## config.mk

```make
export PLATFORM = sky130hd
export DESIGN_NAME = multicycle_controller_flat
export DESIGN_NICKNAME = d
export VERILOG_FILES = /design/src/rtl/mcc_pkg.sv /design/src/rtl/multicycle_controller_if.sv /design/src/rtl/mcc_decode.sv /design/src/rtl/multicycle_controller.sv /design/src/flat_wrapper.sv
export SDC_FILE = /design/constraint.sdc
export NUM_CORES = 1
export LEC_CHECK = 0
export BUFFER_PORTS_ARGS = -buffer_cell sky130_fd_sc_hd__buf_2
export CAP_MARGIN = 20
export CORE_MARGIN = 4
export CORE_UTILIZATION = 50
export CTS_BUF_LIST = sky130_fd_sc_hd__clkbuf_4
export DETAILED_ROUTE_END_ITERATION = 8
export PLACE_DENSITY = 0.77
export SYNTH_ARGS = -nofsm -noshare
export SYNTH_HDL_FRONTEND = slang
export SYNTH_SLANG_ARGS = --single-unit
export TNS_END_PERCENT = 30
```

## constraint.sdc

```tcl
create_clock -name clk -period 1.6 [get_ports clk]
set_input_delay 0.24 -clock clk [delete_from_list [all_inputs] [get_ports clk]]
set_output_delay 0.24 -clock clk [all_outputs]
set_load 0.02 [all_outputs]
```

## src/rtl/mcc_pkg.sv

```systemverilog
// ============================================================================
// Module : mcc_pkg
// Brief  : Shared types and constants for the multicycle RV32I controller.
// Rev    : 1.0 - initial release
// ============================================================================
`default_nettype none

package mcc_pkg;

  typedef enum logic [2:0] {
    ST_FETCH  = 3'd0,
    ST_FWAIT  = 3'd1,
    ST_DECODE = 3'd2,
    ST_EXEC   = 3'd3,
    ST_MEM    = 3'd4,
    ST_MWAIT  = 3'd5,
    ST_WB     = 3'd6,
    ST_HALT   = 3'd7
  } state_e;

  typedef enum logic [3:0] {
    CLS_ALU_R   = 4'd0,
    CLS_ALU_I   = 4'd1,
    CLS_LOAD    = 4'd2,
    CLS_STORE   = 4'd3,
    CLS_BRANCH  = 4'd4,
    CLS_JAL     = 4'd5,
    CLS_JALR    = 4'd6,
    CLS_LUI     = 4'd7,
    CLS_AUIPC   = 4'd8,
    CLS_ILLEGAL = 4'd9
  } class_e;

  localparam logic [6:0] c_opc_op     = 7'b0110011;
  localparam logic [6:0] c_opc_op_imm = 7'b0010011;
  localparam logic [6:0] c_opc_load   = 7'b0000011;
  localparam logic [6:0] c_opc_store  = 7'b0100011;
  localparam logic [6:0] c_opc_branch = 7'b1100011;
  localparam logic [6:0] c_opc_jal    = 7'b1101111;
  localparam logic [6:0] c_opc_jalr   = 7'b1100111;
  localparam logic [6:0] c_opc_lui    = 7'b0110111;
  localparam logic [6:0] c_opc_auipc  = 7'b0010111;

  localparam logic [1:0] c_rdv_pc4 = 2'b00;
  localparam logic [1:0] c_rdv_alu = 2'b01;
  localparam logic [1:0] c_rdv_imm = 2'b10;
  localparam logic [1:0] c_rdv_mem = 2'b11;

endpackage

`default_nettype wire

```

## src/rtl/multicycle_controller_if.sv

```systemverilog
// ============================================================================
// Module : multicycle_controller_if
// Brief  : Controller <-> datapath bundle: opcode/branch in, enables and selects out.
// Rev    : 1.0 - initial release
// ============================================================================
`default_nettype none

interface multicycle_controller_if;
  logic [6:0]  opcode;
  logic        branch_taken;
  logic        pc_write;
  logic        sel_pc;
  logic        ir_write;
  logic        reg_write;
  logic        mem_write;
  logic        sel_alu_op1;
  logic        sel_alu_op2;
  logic [1:0]  sel_rdv;
  logic        sel_addr;
  logic [2:0]  state;
  logic        halted;
  logic [31:0] instret;

  modport master (
    input  opcode, branch_taken,
    output pc_write, sel_pc, ir_write, reg_write, mem_write,
           sel_alu_op1, sel_alu_op2, sel_rdv, sel_addr, state, halted, instret
  );

  modport slave (
    output opcode, branch_taken,
    input  pc_write, sel_pc, ir_write, reg_write, mem_write,
           sel_alu_op1, sel_alu_op2, sel_rdv, sel_addr, state, halted, instret
  );
endinterface

`default_nettype wire

```

## src/rtl/mcc_decode.sv

```systemverilog
// ============================================================================
// Module : mcc_decode
// Brief  : Combinational RV32I opcode-to-instruction-class map.
// Rev    : 1.0 - initial release
// ============================================================================
`default_nettype none

module mcc_decode
  import mcc_pkg::*;
(
  input  logic [6:0] i_opcode,
  output class_e     o_class
);

  always_comb begin
    o_class = CLS_ILLEGAL;
    case (i_opcode)
      c_opc_op:     o_class = CLS_ALU_R;
      c_opc_op_imm: o_class = CLS_ALU_I;
      c_opc_load:   o_class = CLS_LOAD;
      c_opc_store:  o_class = CLS_STORE;
      c_opc_branch: o_class = CLS_BRANCH;
      c_opc_jal:    o_class = CLS_JAL;
      c_opc_jalr:   o_class = CLS_JALR;
      c_opc_lui:    o_class = CLS_LUI;
      c_opc_auipc:  o_class = CLS_AUIPC;
      default:      o_class = CLS_ILLEGAL;
    endcase
  end

endmodule

`default_nettype wire

```

## src/rtl/multicycle_controller.sv

```systemverilog
// ============================================================================
// Module : multicycle_controller
// Brief  : FETCH/FWAIT/DECODE/EXEC/MEM/MWAIT/WB sequencer for the multi-cycle
//          RV32I datapath, with retired-instruction counter.
//          Option MCC_ILLEGAL_HALT_EN: illegal opcode enters HALT (else NOP).
// Rev    : 1.0 - initial release
// ============================================================================
`default_nettype none

module multicycle_controller
  import mcc_pkg::*;
#(
  parameter int MEM_WAIT_CYCLES = 1
)
(
  input  logic                    clk,
  input  logic                    rst,
  multicycle_controller_if.master bus
);

  localparam logic [2:0] c_wait_init = 3'(MEM_WAIT_CYCLES - 1);

  state_e      r_state;
  state_e      w_state_next;
  class_e      r_class;
  class_e      w_class_dec;
  logic [2:0]  r_wait_cnt;
  logic [2:0]  w_wait_next;
  logic [31:0] r_instret;

  logic        w_pc_write;
  logic        w_sel_pc;
  logic        w_ir_write;
  logic        w_reg_write;
  logic        w_mem_write;
  logic        w_sel_alu_op1;
  logic        w_sel_alu_op2;
  logic [1:0]  w_sel_rdv;
  logic        w_sel_addr;
  logic        w_exec_phase;

  mcc_decode u_decode (
    .i_opcode (bus.opcode),
    .o_class  (w_class_dec)
  );

  always_ff @(posedge clk or posedge rst) begin
    if (rst) begin
      r_state    <= ST_FETCH;
      r_class    <= CLS_ALU_R;
      r_wait_cnt <= 3'd0;
      r_instret  <= 32'd0;
    end else begin
      r_state    <= w_state_next;
      r_wait_cnt <= w_wait_next;
      if (r_state == ST_DECODE) begin
        r_class <= w_class_dec;
      end
      if (w_pc_write) begin
        r_instret <= r_instret + 32'd1;
      end
    end
  end

  // Operand/writeback selects stay stable across the whole execute phase.
  assign w_exec_phase = (r_state == ST_EXEC) || (r_state == ST_MEM) ||
                        (r_state == ST_MWAIT) || (r_state == ST_WB);

  always_comb begin
    w_state_next  = r_state;
    w_wait_next   = r_wait_cnt;
    w_pc_write    = 1'b0;
    w_sel_pc      = 1'b0;
    w_ir_write    = 1'b0;
    w_reg_write   = 1'b0;
    w_mem_write   = 1'b0;
    w_sel_alu_op1 = 1'b0;
    w_sel_alu_op2 = 1'b0;
    w_sel_rdv     = c_rdv_pc4;
    w_sel_addr    = 1'b0;

    if (w_exec_phase) begin
      w_sel_alu_op1 = (r_class == CLS_ALU_R)  || (r_class == CLS_ALU_I) ||
                      (r_class == CLS_LOAD)   || (r_class == CLS_STORE) ||
                      (r_class == CLS_JALR)   || (r_class == CLS_BRANCH);
      w_sel_alu_op2 = (r_class == CLS_ALU_R)  || (r_class == CLS_BRANCH);
      w_sel_pc      = (r_class == CLS_JAL)    || (r_class == CLS_JALR);
      case (r_class)
        CLS_ALU_R, CLS_ALU_I, CLS_AUIPC: w_sel_rdv = c_rdv_alu;
        CLS_LOAD:                        w_sel_rdv = c_rdv_mem;
        CLS_LUI:                         w_sel_rdv = c_rdv_imm;
        default:                         w_sel_rdv = c_rdv_pc4;
      endcase
    end

    case (r_state)
      ST_FETCH: begin
        w_state_next = ST_FWAIT;
        w_wait_next  = c_wait_init;
      end
      ST_FWAIT: begin
        if (r_wait_cnt == 3'd0) begin
          w_ir_write   = 1'b1;
          w_state_next = ST_DECODE;
        end else begin
          w_wait_next = r_wait_cnt - 3'd1;
        end
      end
      ST_DECODE: begin
        w_state_next = ST_EXEC;
`ifdef MCC_ILLEGAL_HALT_EN
        if (w_class_dec == CLS_ILLEGAL) begin
          w_state_next = ST_HALT;
        end
`endif
      end
      ST_EXEC: begin
        case (r_class)
          CLS_BRANCH: begin
            w_pc_write   = 1'b1;
            w_sel_pc     = bus.branch_taken;
            w_state_next = ST_FETCH;
          end
          CLS_ILLEGAL: begin
            w_pc_write   = 1'b1;
            w_sel_pc     = 1'b0;
            w_state_next = ST_FETCH;
          end
          CLS_LOAD, CLS_STORE: w_state_next = ST_MEM;
          default:             w_state_next = ST_WB;
        endcase
      end
      ST_MEM: begin
        w_sel_addr = 1'b1;
        if (r_class == CLS_STORE) begin
          w_mem_write  = 1'b1;
          w_pc_write   = 1'b1;
          w_sel_pc     = 1'b0;
          w_state_next = ST_FETCH;
        end else begin
          w_wait_next  = c_wait_init;
          w_state_next = ST_MWAIT;
        end
      end
      ST_MWAIT: begin
        w_sel_addr = 1'b1;
        if (r_wait_cnt == 3'd0) begin
          w_state_next = ST_WB;
        end else begin
          w_wait_next = r_wait_cnt - 3'd1;
        end
      end
      ST_WB: begin
        w_reg_write  = 1'b1;
        w_pc_write   = 1'b1;
        w_state_next = ST_FETCH;
      end
      ST_HALT: begin
        w_state_next  = ST_HALT;
        w_sel_alu_op1 = 1'b0;
        w_sel_alu_op2 = 1'b0;
        w_sel_rdv     = c_rdv_pc4;
        w_sel_pc      = 1'b0;
      end
      default: w_state_next = ST_FETCH;
    endcase
  end

  assign bus.pc_write    = w_pc_write;
  assign bus.sel_pc      = w_sel_pc;
  assign bus.ir_write    = w_ir_write;
  assign bus.reg_write   = w_reg_write;
  assign bus.mem_write   = w_mem_write;
  assign bus.sel_alu_op1 = w_sel_alu_op1;
  assign bus.sel_alu_op2 = w_sel_alu_op2;
  assign bus.sel_rdv     = w_sel_rdv;
  assign bus.sel_addr    = w_sel_addr;
  assign bus.state       = r_state;
  assign bus.instret     = r_instret;

`ifdef MCC_ILLEGAL_HALT_EN
  assign bus.halted = (r_state == ST_HALT);
`else
  assign bus.halted = 1'b0;
`endif

endmodule

`default_nettype wire

```

## src/flat_wrapper.sv

```systemverilog
// flat-port wrapper written by rule: the top's interface ports become plain ports
module multicycle_controller_flat import mcc_pkg::*;
#(
  parameter int MEM_WAIT_CYCLES = 1
)
  (clk, rst, bus_opcode, bus_branch_taken, bus_pc_write, bus_sel_pc, bus_ir_write, bus_reg_write, bus_mem_write, bus_sel_alu_op1, bus_sel_alu_op2, bus_sel_rdv, bus_sel_addr, bus_state, bus_halted, bus_instret);
  multicycle_controller_if bus_i ();
  input  logic clk;
  input  logic rst;
  input wire logic [$bits(bus_i.opcode)-1:0] bus_opcode;
  input wire logic [$bits(bus_i.branch_taken)-1:0] bus_branch_taken;
  output wire logic [$bits(bus_i.pc_write)-1:0] bus_pc_write;
  output wire logic [$bits(bus_i.sel_pc)-1:0] bus_sel_pc;
  output wire logic [$bits(bus_i.ir_write)-1:0] bus_ir_write;
  output wire logic [$bits(bus_i.reg_write)-1:0] bus_reg_write;
  output wire logic [$bits(bus_i.mem_write)-1:0] bus_mem_write;
  output wire logic [$bits(bus_i.sel_alu_op1)-1:0] bus_sel_alu_op1;
  output wire logic [$bits(bus_i.sel_alu_op2)-1:0] bus_sel_alu_op2;
  output wire logic [$bits(bus_i.sel_rdv)-1:0] bus_sel_rdv;
  output wire logic [$bits(bus_i.sel_addr)-1:0] bus_sel_addr;
  output wire logic [$bits(bus_i.state)-1:0] bus_state;
  output wire logic [$bits(bus_i.halted)-1:0] bus_halted;
  output wire logic [$bits(bus_i.instret)-1:0] bus_instret;
  assign bus_i.opcode = bus_opcode;
  assign bus_i.branch_taken = bus_branch_taken;
  assign bus_pc_write = bus_i.pc_write;
  assign bus_sel_pc = bus_i.sel_pc;
  assign bus_ir_write = bus_i.ir_write;
  assign bus_reg_write = bus_i.reg_write;
  assign bus_mem_write = bus_i.mem_write;
  assign bus_sel_alu_op1 = bus_i.sel_alu_op1;
  assign bus_sel_alu_op2 = bus_i.sel_alu_op2;
  assign bus_sel_rdv = bus_i.sel_rdv;
  assign bus_sel_addr = bus_i.sel_addr;
  assign bus_state = bus_i.state;
  assign bus_halted = bus_i.halted;
  assign bus_instret = bus_i.instret;
  multicycle_controller #(.MEM_WAIT_CYCLES(MEM_WAIT_CYCLES)) u_core (.clk(clk), .rst(rst), .bus(bus_i));
endmodule
```

== Word level (Yosys, flattened, before mapping) ==
Index checks and enable logic that the tools add are counted.

* Mux-type cells: 28
* Reductions and logical operators: 21
* Shift-type cells: 0
* Divide/modulo/power cells: 0
* Magnitude comparators: 0
* Add/sub/neg operators: 2
* Multipliers: 0
* Bitwise operators: 0
* Equality and inequality tests: 29

{| class="wikitable"
|+ Operator list
! cell !! number
|-
| $pmux W4 S9 || 1
|-
| $add A32 B1 Y32 const B || 1
|-
| $pmux W3 S8 || 1
|-
| $eq A7 B6 Y1 const B || 3
|-
| $eq A7 B7 Y1 const B || 3
|-
| $eq A4 B3 Y1 const B || 4
|-
| $mux W3 || 5
|-
| $eq A7 B5 Y1 const B || 2
|-
| $mux W1 || 13
|-
| $eq A3 B3 Y1 const B || 4
|-
| $logic_or A1 B1 Y1 || 10
|-
| $pmux W3 S3 || 1
|-
| $eq A4 B2 Y1 const B || 2
|-
| $eq A4 B4 Y1 const B || 2
|-
| $reduce_or A2 Y1 || 4
|-
| $eq A7 B2 Y1 const B || 1
|-
| $eq A3 B2 Y1 const B || 2
|-
| $logic_not A3 Y1 || 2
|-
| $ne A2 B2 Y1 const B || 3
|-
| $pmux W1 S3 || 2
|-
| $pmux W2 S3 || 1
|-
| $pmux W3 S2 || 1
|-
| $eq A4 B1 Y1 const B || 1
|-
| $logic_not A4 Y1 || 1
|-
| other kinds (9) || 10
|}

* ROM bits: 0
* Output and inout bits: 46
* Bits in registers: 42
* Latch bits: 0
* Logic and storage cells: 84
* Memories kept: 0
* RAM bits: 0

== Logic depth before layout (Yosys ltp) ==
* Depth after elaboration: 8
* Depth in mapped cells: 7
* Mapped depth without buffers: 7

== Cells and area by module ==
Synthesis repeated with hierarchy kept, for this count alone.

* Cells, all modules: 233
* Area, all modules: 2317.2 µm²

{| class="wikitable"
|+ Modules (own cells, without submodules)
! module !! cells each !! instances !! area each (µm²) !! sequential area each (µm²)
|-
| multicycle_controller || 213 || 1 || 2180.8 || 1051.0
|-
| mcc_decode || 20 || 1 || 136.4 || 0.0
|}

== Worst setup path after synthesis ==
OpenSTA, ideal clock, no wires.

* Path kind: register to output
* Start: reg u_core.r_state[1], in the netlist u_core.bus.state[1]
* End: out bus_sel_pc
* Path slack: -0.323 ns
* Arrival: 1.683 ns
* Stages on the path, launching flop included: 6
* Buffers on the path: 1
* Data required time: 1.360 ns
* Path through: dfrtp_1 buf_2 nand2_1 o21a_1 a21oi_1 nor4b_1

* Cells in the longest elaborated chain, start to end: 7
* Elaborated cells on any way between the ends: 12

{| class="wikitable"
|+ Ends and longest elaborated chain
! item !! line !! RTL
|-
| from (decl) || multicycle_controller.sv:23 || <nowiki>state_e r_state;</nowiki>
|-
| from (signal assigned) || multicycle_controller.sv:54 || <nowiki>r_state <= w_state_next;</nowiki>
|-
| $eq A3 B2 Y1 or $eq A3 B3 Y1 (tied branches) || multicycle_controller.sv:66, multicycle_controller.sv:96 ||
|-
| $logic_or A1 B1 Y1 (2 in series) || multicycle_controller.sv:66 || <nowiki>assign w_exec_phase = (r_state == ST_EXEC) || (r_state == ST_MEM) ||</nowiki>
|-
| $logic_or A1 B1 Y1 || multicycle_controller.sv:67 || <nowiki>(r_state == ST_MWAIT) || (r_state == ST_WB);</nowiki>
|-
| $mux W1 || multicycle_controller.sv:82 || <nowiki>if (w_exec_phase) begin</nowiki>
|-
| $pmux W1 S2 or $mux W1 (tied branches) || multicycle_controller.sv:118, multicycle_controller.sv:135 ||
|-
| $pmux W1 S3 * || multicycle_controller.sv:96 || <nowiki>case (r_state)</nowiki>
|-
| to (decl) || flat_wrapper.sv:13 || <nowiki>output wire logic [$bits(bus_i.sel_pc)-1:0] bus_sel_pc;</nowiki>
|}

Every way passes the cells marked *; elsewhere a longest branch is shown, timed or not.

== Worst setup path in the final report ==
* Start: reg u_core.r_class[3]
* End: reg u_core.r_instret[29], in the netlist u_core.bus.instret[29]

* Cells in the longest elaborated chain, start to end: 4
* Elaborated cells on any way between the ends: 7

{| class="wikitable"
|+ Ends and longest elaborated chain
! item !! line !! RTL
|-
| from (decl) || multicycle_controller.sv:25 || <nowiki>class_e r_class;</nowiki>
|-
| from (signal assigned) || multicycle_controller.sv:57 || <nowiki>r_class <= w_class_dec;</nowiki>
|-
| $eq A4 B4 Y1 or $eq A4 B3 Y1 (tied branches) || multicycle_controller.sv:118 || <nowiki>case (r_class)</nowiki>
|-
| $reduce_or A2 Y1 (no source line) || - ||
|-
| $mux W1 || multicycle_controller.sv:118 ||
|-
| $pmux W1 S3 * || multicycle_controller.sv:96 ||
|-
| to (signal assigned) || multicycle_controller.sv:60 || <nowiki>r_instret <= r_instret + 32'd1;</nowiki>
|-
| to (decl) || multicycle_controller.sv:29 || <nowiki>logic [31:0] r_instret;</nowiki>
|}

Marks and branches as above.
A chain may end at the register's enable or synchronous reset.

==> metrics.csv <==
stage,metric,value,unit
finish,area_growth,50.2,%
sta,finalCriticalPeriod,1.94,ns
sta,fin_hold_ws,0.124,ns
power_and_ir_drop,switching_power,1.88,mW
power_and_ir_drop,max-vdd-ir-drop,0.867,mV
drt,detail-route-antenna-nets,0,
yosys,synth_top_area_cell,dfrtp_1,
clock_network,ctsRootBufferMaster,clkbuf_4,
drt,routedWlPerCell,18.1,um
global_routing,grt_pass1_wl,9.74,mm
sta,period_share,121,%
worst_setup_path,timing.rr.end,u_core.bus.instret[29],
worst_setup_path,cp_max_fo,6,
job,maxCapViolCount,0,
yosys,syn_inst,225,
power_and_ir_drop,p_int,2.77,mW
finish,nFillCells,252,
yosys,seq_area_frac_synth,45.7,%
global_routing,grt_overflow_total,0,
global_routing,track_usage,22.2,%
sta,fmax,516,MHz
die,die_w,75.9,um
power_and_ir_drop,clock_power_share,14.6,%
sta,setup_violations,42,
yosys,syn_area_per_cell,10.2,sq um
yosys,synth_top_area_share,45.7,%
run_status,violations,negative setup slack,
finish,fin_cells,383,
hold_path,min_from,bus_opcode[3],
die,die_h,75.9,um
placed_design,gp_congestion,0.802,
yosys,synthMuxAreaShare,0.489,%
worst_setup_path,reg2reg_from,u_core.r_class[3],
die,coreArea,0.00441,sq mm
drt,drtIter0Drc,199,
run_status,outcome,"complete, but fails checks",
placed_design,dp_slack,-0.144,ns
worst_setup_path,critPathBufInv,3,
yosys,synth-edff-count,0,
clock_network,insertion_delay,0.36,ns
yosys,ys.flop_type,dfrtp_1,
sta,clock_skew,0.0181,ns
worst_setup_path,cp_top_family,simple AND/OR/NAND/NOR gates,
worst_setup_path,worstPathCellList,and4bb_2 -> o21ai_4 -> buf_6 -> a21oi_4 -> buf_12 -> buf_12 -> nand3_4 -> xnor2_2,
sta,timing.final.hold_violations,0,
yosys,synth_simple_gate_area_share,24.3,%
power_and_ir_drop,p_leak,1.62,nW
worst_setup_path,path_common_cell,buf_12,
yosys,synth_compound_area_share,9.78,%
die,fp-row-count,24,
yosys,synth_cell_types,49,
drt,vias,2191,
yosys,syn-cell-area,0.00230,sq mm
yosys,synth_seq_cells,42,
power_and_ir_drop,total_power,4.65,mW
yosys,syn_nets,238,
hold_path,hp-class,input pin to flop,
sta,rsz0062_at_grt,true,
drt,drcViolationCount,0,
worst_setup_path,crit_path_end_kind,flop,
yosys,synth_top_cells_by_area,"dfrtp_1, xnor2_1, nand2_1, nand3_1, nand4_1",
worst_setup_path,cp.depth,8,
finish,final_nets,343,
yosys,synth_fa_ha_area_share,2.07,%
clock_network,cts_tree,built,
worst_setup_path,worstPathRequired,1.85,ns
drt,vias_per_cell,5.72,
placed_design,place.port_buffers,54,
sta,drv_slew,0,
finish,layout_common_cells,"buf_2, buf_4, dfrtp_1",
finish,diodes,0,
placed_design,place_inst,354,
worst_setup_path,cp_slowest_stage_delay,0.48,ns
hold_path,hold_end,u_core.r_class[1],
clock_network,numCtsBuffers,5,
finish,mostFrequentLayoutCell,buf_2,
sta,setup_ws,-0.338,ns
yosys,synth_top_family_by_area,simple AND/OR/NAND/NOR gates,
worst_setup_path,critPathKind,flop to flop,
hold_path,min_path_cells,2,
power_and_ir_drop,power_density,1340,mW/mm^2
worst_setup_path,worstSetupStartpointType,flop,
worst_setup_path,crit_path_top_delay_cell,dfrtp_2,
worst_setup_path,rrSetupSlack,-0.34,ns
yosys,synth_xor_area_share,12.9,%
finish,layout-drive-gt1-share,51.7,%
die,start_util,52.2,%
worst_setup_path,cp.arrival,2.19,ns
global_routing,antenna_found_initial,0,
power_and_ir_drop,combPwrFrac,55.2,%
global_routing,grt_max_degree,34,
worst_setup_path,reg2reg_depth,8,
clock_network,clk_pin_slew_worst_paths,0.13,ns
drt,drt_wl_total,6.92,mm
die,die-area,0.00575,sq mm
placed_design,place_hpwl,3.86,mm
die,pin_count,56,
clock_network,clock_sinks,42,
drt,detail_route.first_pass.iterations,4,
yosys,yosysWarnings,0,
yosys,ys_async_sr_fraction,100,%
clock_network,cts_max_level,2,
power_and_ir_drop,p_seq_share,30.2,%
global_routing,first_global_vias,2109,
clock_network,clockBufferDepth,2,
power_and_ir_drop,p_sw_share,40.4,%
-- state kept, by name (all words and copies together), names as in the netlist --
name                count
u_core.bus.state        3
u_core.r_class          4
u_core.bus.instret     32
u_core.r_wait_cnt       3
-- cells by family after synthesis --
kind of cell	count (synthesis)
multiplexers	1
AO/OA/AOI/OAI	32
XOR/XNOR	34
other	1
adder cells (fa/ha/maj)	4
AND/OR/NAND/NOR	93
buffers and inverters	18
flip-flops	42
-- per-stage QoR --
step	setup TNS, ns	utilization, %	cell area (sq um)
finish	-8.93	78.3	3460
global route	-11.57	78.3	3460
CTS	-6.01	73.4	3240
detailed placement	-0.670	65.5	2890
global placement	-0.0654	65.5	2890
floorplan	-1.03	-	2350
-- layer usage --
metal	part of all wire (%)	routed length [um]	global-route usage, %
met5	0	0	0
met4	2.4	163	6.02
met3	6.6	453	4.75
met2	52	3560	37.5
met1	40	2740	28.8
-- cells in the mapped netlist, types with 2 or more instances --
cell type / n
nor3_1: 7
buf_2: 3
and4_1: 4
xnor2_1: 29
o21ai_0: 8
nand2_1: 22
nand3_2: 3
and2_1: 3
buf_6: 4
nor2_1: 8
inv_1: 8
and3_1: 5
dfrtp_1: 42
clkbuf_1: 2
ha_1: 3
a21oi_1: 8
nand3_1: 16
xor2_1: 5
o21ai_2: 2
a211oi_1: 2
nand4_1: 9
nand2b_1: 2
and4bb_2: 2
nor2b_1: 3
-- worst max-delay path by stage --
| stage | startpoint | to | slack [ns] |
|---|---|---|---|
| global route | u_core.r_class[3] | u_core.bus.instret[31] | -0.40 |
| CTS | u_core.r_class[3] | bus_mem_write | -0.24 |
| floorplan | u_core.bus.state[1] | bus_sel_rdv[0] | -0.12 |
| finish | u_core.r_class[3] | u_core.bus.instret[29] | -0.34 |
| detailed placement | u_core.r_class[1] | u_core.bus.instret[5] | -0.14 |
| global placement | u_core.r_class[3] | u_core.bus.instret[5] | -0.07 |
-- power groups by stage --
| stage | logic (mW) | registers (mW) | clock network (mW) |
|---|---|---|---|
| global placement | 1.70 | 1.38 | 0 |
| global route | 2.74 | 1.43 | 0.736 |
| floorplan | 1.01 | 1.50 | 0 |
| finish | 2.57 | 1.41 | 0.677 |
| detailed placement | 1.74 | 1.39 | 0 |
| CTS | 2.26 | 1.37 | 0.682 |
-- timing repair --
action,4_1_cts,5_1_grt
setup endpoints to repair,31,42
buffers inserted,16,3
hold endpoints to repair,9,0
cloned,0,1
pin swaps,21,19
resized for setup,33,38
hold buffers,1,0
-- worst register-to-register path, stage by stage (launching register included) --
cell,delay (ns)
dfrtp_2,0.48
and4bb_2,0.41
o21ai_4,0.09
buf_6,0.15
a21oi_4,0.21
buf_12,0.15
buf_12,0.13
nand3_4,0.08
xnor2_2,0.15
-- cell type report --
| type | instances | area, sq um | area share [%] |
|---|---|---|---|
| Multi-Input combinational cell | 165 | 1390 | 40.2 |
| Sequential cell | 42 | 1060 | 30.7 |
| Timing Repair Buffer | 108 | 833 | 24.1 |
| Tap cell | 52 | 65.1 | 1.88 |
| Clock inverter | 3 | 40.0 | 1.16 |
| Clock buffer | 5 | 37.5 | 1.09 |
| Inverter | 8 | 30.0 | 0.868 |
Power figures use the tool's default switching activity.
